===== config.mk =====
export PLATFORM = sky130hd
export DESIGN_NAME = sb_rr_arbiter_flat
export DESIGN_NICKNAME = d
export VERILOG_FILES = /design/src/rtl/sb_arb_pkg.sv /design/src/rtl/sb_rr_arbiter_if.sv /design/src/rtl/sb_rr_pick.sv /design/src/rtl/sb_rr_arbiter.sv /design/src/flat_wrapper.sv
export SDC_FILE = /design/constraint.sdc
export NUM_CORES = 1
export LEC_CHECK = 0
export CORE_AREA = 2 2 575 577
export DETAILED_ROUTE_END_ITERATION = 10
export DIE_AREA = 0 0 577 579
export SLEW_MARGIN = 20
export SYNTH_ARGS = -nofsm -noshare
export SYNTH_HDL_FRONTEND = slang
export SYNTH_SLANG_ARGS = --single-unit

===== constraint.sdc =====
create_clock -name clk -period 2.25 [get_ports clk]
set_input_delay 0.45 -clock clk [delete_from_list [all_inputs] [get_ports clk]]
set_output_delay 0.45 -clock clk [all_outputs]
set_load 0.03 [all_outputs]

===== src/rtl/sb_arb_pkg.sv =====
// Shared definitions for the switchboard round-robin arbiter.
// Holds the state encoding and a clog2 helper used for pointer widths.
package sb_arb_pkg;

    localparam logic ST_IDLE   = 1'b0;
    localparam logic ST_LOCKED = 1'b1;

    typedef enum logic {
        IDLE   = ST_IDLE,
        LOCKED = ST_LOCKED
    } sb_arb_state_t;

    // Index width for n entries; never below 1 bit.
    function automatic int sb_clog2(input int n);
        int r;
        r = 0;
        for (int i = 0; i < 32; i++) begin
            if ((1 << r) < n) begin
                r = r + 1;
            end
        end
        return (r < 1) ? 1 : r;
    endfunction

endpackage


===== src/rtl/sb_rr_arbiter_if.sv =====
// Switchboard bundle: NIN flat input channels and one output channel.
// slave = arbiter side, master = traffic source / sink side.
interface sb_rr_arbiter_if #(
    parameter int DW  = 256,
    parameter int NIN = 4
);

    logic [NIN*DW-1:0] in_data;
    logic [NIN*32-1:0] in_dest;
    logic [NIN-1:0]    in_last;
    logic [NIN-1:0]    in_valid;
    logic [NIN-1:0]    in_ready;
    logic [DW-1:0]     out_data;
    logic [31:0]       out_dest;
    logic              out_last;
    logic              out_valid;
    logic              out_ready;

    modport slave (
        input  in_data, in_dest, in_last, in_valid, out_ready,
        output in_ready, out_data, out_dest, out_last, out_valid
    );

    modport master (
        output in_data, in_dest, in_last, in_valid, out_ready,
        input  in_ready, out_data, out_dest, out_last, out_valid
    );

endinterface


===== src/rtl/sb_rr_pick.sv =====
// Rotating priority encoder: first set req bit at or after ptr, mod NIN.
// Ports: req[NIN], ptr in; pick index and any_valid out.  Combinational.
module sb_rr_pick
    import sb_arb_pkg::*;
#(
    parameter int NIN = 4,
    parameter int PW  = sb_clog2(NIN)
) (
    input  logic [NIN-1:0] req,
    input  logic [PW-1:0]  ptr,
    output logic [PW-1:0]  pick,
    output logic           any_valid
);

    always_comb begin
        pick      = '0;
        any_valid = 1'b0;
        for (int k = 0; k < NIN; k++) begin
            if (!any_valid && req[(int'(ptr) + k) % NIN]) begin
                pick      = PW'((int'(ptr) + k) % NIN);
                any_valid = 1'b1;
            end
        end
    end

endmodule


===== src/rtl/sb_rr_arbiter.sv =====
// Packet-aware round-robin merge of NIN channels into one registered output.
// Ports: clk, rst (sync, high), bus (sb_rr_arbiter_if.slave).
module sb_rr_arbiter
    import sb_arb_pkg::*;
#(
    parameter int DW  = 256,
    parameter int NIN = 4
) (
    input  logic              clk,
    input  logic              rst,
    sb_rr_arbiter_if.slave    bus
);

    localparam int PW = sb_clog2(NIN);

    sb_arb_state_t   state, state_n;
    logic [PW-1:0]   ptr, ptr_n;
    logic [PW-1:0]   owner, owner_n;
    logic [PW-1:0]   pick;
    logic [PW-1:0]   gidx;
    logic            any_valid;
    logic            slot_free;
    logic            grant_en;
    logic            xfer;
    logic            sel_last;
    logic [NIN-1:0]  ready;

    logic [DW-1:0]   ob_data;
    logic [31:0]     ob_dest;
    logic            ob_last;
    logic            ob_valid;

    function automatic logic [PW-1:0] nxt(input logic [PW-1:0] x);
        return (int'(x) == NIN - 1) ? '0 : x + 1'b1;
    endfunction

    sb_rr_pick #(
        .NIN (NIN),
        .PW  (PW)
    ) u_pick (
        .req       (bus.in_valid),
        .ptr       (ptr),
        .pick      (pick),
        .any_valid (any_valid)
    );

    assign slot_free = !ob_valid || bus.out_ready;

    // Locked grant stays on the owner even when it has no beat pending.
    assign gidx     = (state == LOCKED) ? owner : pick;
    assign grant_en = (state == LOCKED) || any_valid;

    always_comb begin
        ready = '0;
        if (!rst && grant_en && slot_free) begin
            ready[gidx] = 1'b1;
        end
    end

    assign xfer     = bus.in_valid[gidx] && ready[gidx];
    assign sel_last = bus.in_last[gidx];

    always_comb begin
        state_n = state;
        ptr_n   = ptr;
        owner_n = owner;
        unique case (state)
            IDLE: begin
                if (xfer) begin
                    if (sel_last) begin
                        ptr_n = nxt(pick);
                    end else begin
                        state_n = LOCKED;
                        owner_n = pick;
                    end
                end
            end
            LOCKED: begin
                if (xfer && sel_last) begin
                    state_n = IDLE;
                    ptr_n   = nxt(owner);
                end
            end
            default: state_n = IDLE;
        endcase
    end

    always_ff @(posedge clk) begin
        if (rst) begin
            state <= IDLE;
            ptr   <= '0;
            owner <= '0;
        end else begin
            state <= state_n;
            ptr   <= ptr_n;
            owner <= owner_n;
        end
    end

    always_ff @(posedge clk) begin
        if (rst) begin
            ob_valid <= 1'b0;
            ob_data  <= '0;
            ob_dest  <= '0;
            ob_last  <= 1'b0;
        end else if (xfer) begin
            ob_valid <= 1'b1;
            ob_data  <= bus.in_data[int'(gidx) * DW +: DW];
            ob_dest  <= bus.in_dest[int'(gidx) * 32 +: 32];
            ob_last  <= sel_last;
        end else if (bus.out_ready) begin
            ob_valid <= 1'b0;
        end
    end

    assign bus.in_ready  = ready;
    assign bus.out_data  = ob_data;
    assign bus.out_dest  = ob_dest;
    assign bus.out_last  = ob_last;
    assign bus.out_valid = ob_valid;

endmodule


===== src/flat_wrapper.sv =====
// flat-port wrapper written by rule: the top's interface ports become plain ports
module sb_rr_arbiter_flat import sb_arb_pkg::*;
#(
    parameter int DW  = 256,
    parameter int NIN = 4
)
  (clk, rst, bus_in_data, bus_in_dest, bus_in_last, bus_in_valid, bus_out_ready, bus_in_ready, bus_out_data, bus_out_dest, bus_out_last, bus_out_valid);
  sb_rr_arbiter_if #(.DW(DW), .NIN(NIN)) bus_i ();
  input  logic clk;
  input  logic rst;
  input wire logic [$bits(bus_i.in_data)-1:0] bus_in_data;
  input wire logic [$bits(bus_i.in_dest)-1:0] bus_in_dest;
  input wire logic [$bits(bus_i.in_last)-1:0] bus_in_last;
  input wire logic [$bits(bus_i.in_valid)-1:0] bus_in_valid;
  input wire logic [$bits(bus_i.out_ready)-1:0] bus_out_ready;
  output wire logic [$bits(bus_i.in_ready)-1:0] bus_in_ready;
  output wire logic [$bits(bus_i.out_data)-1:0] bus_out_data;
  output wire logic [$bits(bus_i.out_dest)-1:0] bus_out_dest;
  output wire logic [$bits(bus_i.out_last)-1:0] bus_out_last;
  output wire logic [$bits(bus_i.out_valid)-1:0] bus_out_valid;
  assign bus_i.in_data = bus_in_data;
  assign bus_i.in_dest = bus_in_dest;
  assign bus_i.in_last = bus_in_last;
  assign bus_i.in_valid = bus_in_valid;
  assign bus_i.out_ready = bus_out_ready;
  assign bus_in_ready = bus_i.in_ready;
  assign bus_out_data = bus_i.out_data;
  assign bus_out_dest = bus_i.out_dest;
  assign bus_out_last = bus_i.out_last;
  assign bus_out_valid = bus_i.out_valid;
  sb_rr_arbiter #(.DW(DW), .NIN(NIN)) u_core (.clk(clk), .rst(rst), .bus(bus_i));
endmodule

==> results.py <==
metrics = {
    "outcome": {
        "status": "finished, violations left",
        "violations": "negative setup slack",
    },
    "global_routing": {
        "grt_pass1_wl_mm": 327,
        "grt_max_degree": 108,
        "grt_pass1_vias": 28600,
        "antenna_found_initial": 274,
        "grt_usage_pct": 15.5,
        "grt_remaining_overflow": 0,
    },
    "synthesis": {
        "synth_nets": 4136,
        "ys_seq_area_share_pct": 29.6,
        "synthTopCellsByCount": "1157 x nand2_1, 576 x nand3_1, 295 x dfxtp_1",
        "syn_inst": 2972,
        "synthArstFlopShare_pct": 0,
        "synth_most_common_cell": "nand2_1",
        "synth.avg_cell_area_um2": 6.71,
        "synth_cell_types": 40,
        "yosys.area.top_type": "dfxtp_1",
        "ys_ff_latch": 295,
        "syn-cell-area_um2": 19900,
        "yosys_most_used_dff": "dfxtp_1",
        "synthTopCellsByArea": "dfxtp_1 30%, nand2_1 22%, nand3_1 14%",
        "ys_warn_count": 0,
        "netlist.area_leader.share_pct": 29.6,
        "synth_edf_count": 0,
    },
    "clock_network": {
        "clk-insertion-delay-late_ns": 0.71,
        "cts_buffers": 46,
        "cts_tree": "done",
        "cts_max_path_buffers": 3,
        "clock-sinks": 295,
        "htreeDepth": 2,
        "path_clk_slew_ns": 0.06,
        "root_buffer": "clkbuf_16",
        "cts_hold_buf": 0,
    },
    "sta": {
        "relSlewSlack_pct": 45.8,
        "fmax_mhz": 357,
        "worstMarginPinSlew_ns": 0.813,
        "worst_slack_ns": -0.547,
        "finalHoldViolCount": 0,
        "min_period_ns": 2.80,
        "fin_crit_sh_pct": 124,
        "final_max_slew_viol_count": 0,
        "setup_viol": 343,
        "rsz0062_at_grt": "yes",
        "finClkSkew_ns": 0.0431,
    },
    "routing": {
        "dr_wl_met3_mm": 38.4,
        "drc": 0,
        "antenna_left": 0,
        "top_layer_used": "met5",
        "post_drt_wl_per_cell_um": 30.3,
        "routed_wl_mm": 274,
        "wl_met1_mm": 102,
        "dr.first_iter.drc_count": 2163,
        "wl_met2_mm": 116,
        "vias_per_cell": 3.32,
        "vias": 30000,
        "first_pass_iters": 5,
    },
    "final_layout": {
        "fin_area_um2": 45700,
        "area_delta_synth_final_pct": 129,
        "finalNonFillerCells": 9027,
        "nets": 5699,
        "drive_above_1_share_pct": 16.5,
        "final_util_pct": 13.9,
    },
    "placed_design": {
        "post-place-cells": 8776,
        "gp_congestion": 0.957,
        "hpwl_mm": 235,
        "port_buffers": 1456,
        "place_area_um2": 41000,
    },
    "worst_setup_path": {
        "critPathKind": "primary input to output port",
        "cp-start-kind": "primary input",
        "cp_num_buf_inv": 6,
        "crit_arrival_ns": 2.35,
        "cp_slowest_cell": "clkdlybuf4s50_1",
        "path_cells": "clkdlybuf4s50_1 -> buf_12 -> nor2_4 -> nor4b_4 -> nor3_4 -> buf_6 -> buf_12 -> buf_12 -> nor2_4 -> buf_12",
        "crit_fanout": 8,
        "required_ns": 1.80,
        "cp_top_family": "buffers and inverters",
        "cp_common_cell": "buf_12",
        "critPathMaxStageDelay_ns": 0.52,
        "end_kind": "output port",
    },
    "power_and_ir_drop": {
        "swShare_pct": 51.6,
        "p_leak_nw": 16.9,
        "p_per_area_nw_per_um2": 1500,
        "p_total_mw": 68.4,
        "p_clk_share_pct": 12.5,
        "peakVddDrop_mv": 0.748,
        "switchingPower_mw": 35.3,
        "combPwrFrac_pct": 73.9,
        "p_int_mw": 33.0,
        "share_seq_of_total_power_pct": 13.6,
    },
    "worst_hold_path": {
        "min_path_type": "primary input to register",
    },
    "floorplan": {
        "chipHeight_um": 579,
        "die_w_um": 577,
        "die-area_um2": 334000,
        "ios": 1457,
        "core-area_um2": 329000,
        "placement_rows": 211,
        "start_util_pct": 6.07,
    },
    "run": {
        "maxCapViolCount": 0,
    },
}
## worst min-delay path: stages
cell and delay, ns:
buf_8 0.09, buf_12 0.33, nor3_1 0.11
## metrics by stage
stage               setup WS (ns)  setup TNS (ns)  hold slack, ns
finish                     -0.547          -67.99           0.321
global route               -0.616          -93.17           0.310
CTS                        -0.588          -68.16           0.227
detailed placement          -1.48         -368.78           0.484
global placement            -1.44         -369.85           0.481
floorplan                 -0.0391         -0.0782           0.497
## flip-flops by register name, summed over array words and instances (netlist names), named ones only
| signal | flops |
|---|---|
| u_core.bus.out_data | 256 |
| u_core.bus.out_dest | 32 |
| u_core.bus.out_last | 1 |
| u_core.bus.out_valid | 1 |
| u_core.owner | 2 |
| u_core.ptr | 2 |
## layout by cell type (no fill, tap or decap), types with 3 or more instances in the layout
cell type,instances
clkbuf_16,64
nand2_1,1151
bufbuf_16,4
nor2_4,6
nand3_1,556
buf_16,32
nor2b_4,4
nor3b_1,160
buf_6,21
buf_8,14
nand2_2,3
clkbuf_1,5
nor2_1,11
bufinv_16,9
clkdlybuf4s15_2,8
buf_12,69
nor3_1,5
dfxtp_1,292
nand2_4,3
clkbuf_8,9
nor3b_2,127
and2_1,3
clkdlybuf4s50_1,1317
inv_1,4
clkinv_4,3
mux2i_1,6
a31o_1,288
nand3_4,4
nand3_2,16
inv_6,5
diode_2,91
buf_4,326
nand2b_1,5
## metal layers
| layer | track usage [%] | up-vias |
|---|---|---|
| li1 | - | 13500 |
| met1 | 16.9 | 13800 |
| met2 | 23.3 | 1835 |
| met3 | 9.35 | 653 |
| met4 | 8.11 | 198 |
| met5 | 0 | - |
## final cells by class
cell class                 count  area, um2
tap                         4366       5460
sequential                   295       5910
multi-input combinational   2378      13400
fill                       37800     283000
clock buffer                  60       1290
antenna                       91        228
clock inverter                23        402
inverter                       4       15.0
timing repair buffer        1810      19000
## power groups by stage
stage | clock [mW] | combinational (mW) | sequential [mW]
after detailed placement | 0 | 45.4 | 9.42
after global placement | 0 | 45.4 | 9.34
after CTS | 8.90 | 49.6 | 9.35
after floorplan | 0 | 17.5 | 13.6
final | 8.54 | 50.5 | 9.32
after global routing | 8.94 | 53.6 | 9.60
## repair_timing
item	in CTS	in global routing
resized for setup	228	114
cloned	24	20
pin swaps	12	6
endpoints found under the setup margin	439	401
setup buffers	30	7
## final timing paths
kind                             from                  endpoint  slack [ns]  cells after the start
hold / removal                    rst       u_core.bus.out_last        0.32                      3
setup reg to reg        u_core.ptr[0]  u_core.bus.out_data[138]       -0.33                     12
setup / recovery      bus_in_valid[3]           bus_in_ready[3]       -0.55                     10
hold reg to reg   u_core.bus.out_last       u_core.bus.out_last        0.50                      2
## kinds of logic after synthesis
logic type	share of synthesized area [%]
DFF	29.6
muxes	0.527
AOI/OAI and AO/OA	13.4
and+or+nand+nor	48.3
buffers and inverters	8.16
adders and majority gates	0.0627
(Power assumes the default switching activity.)
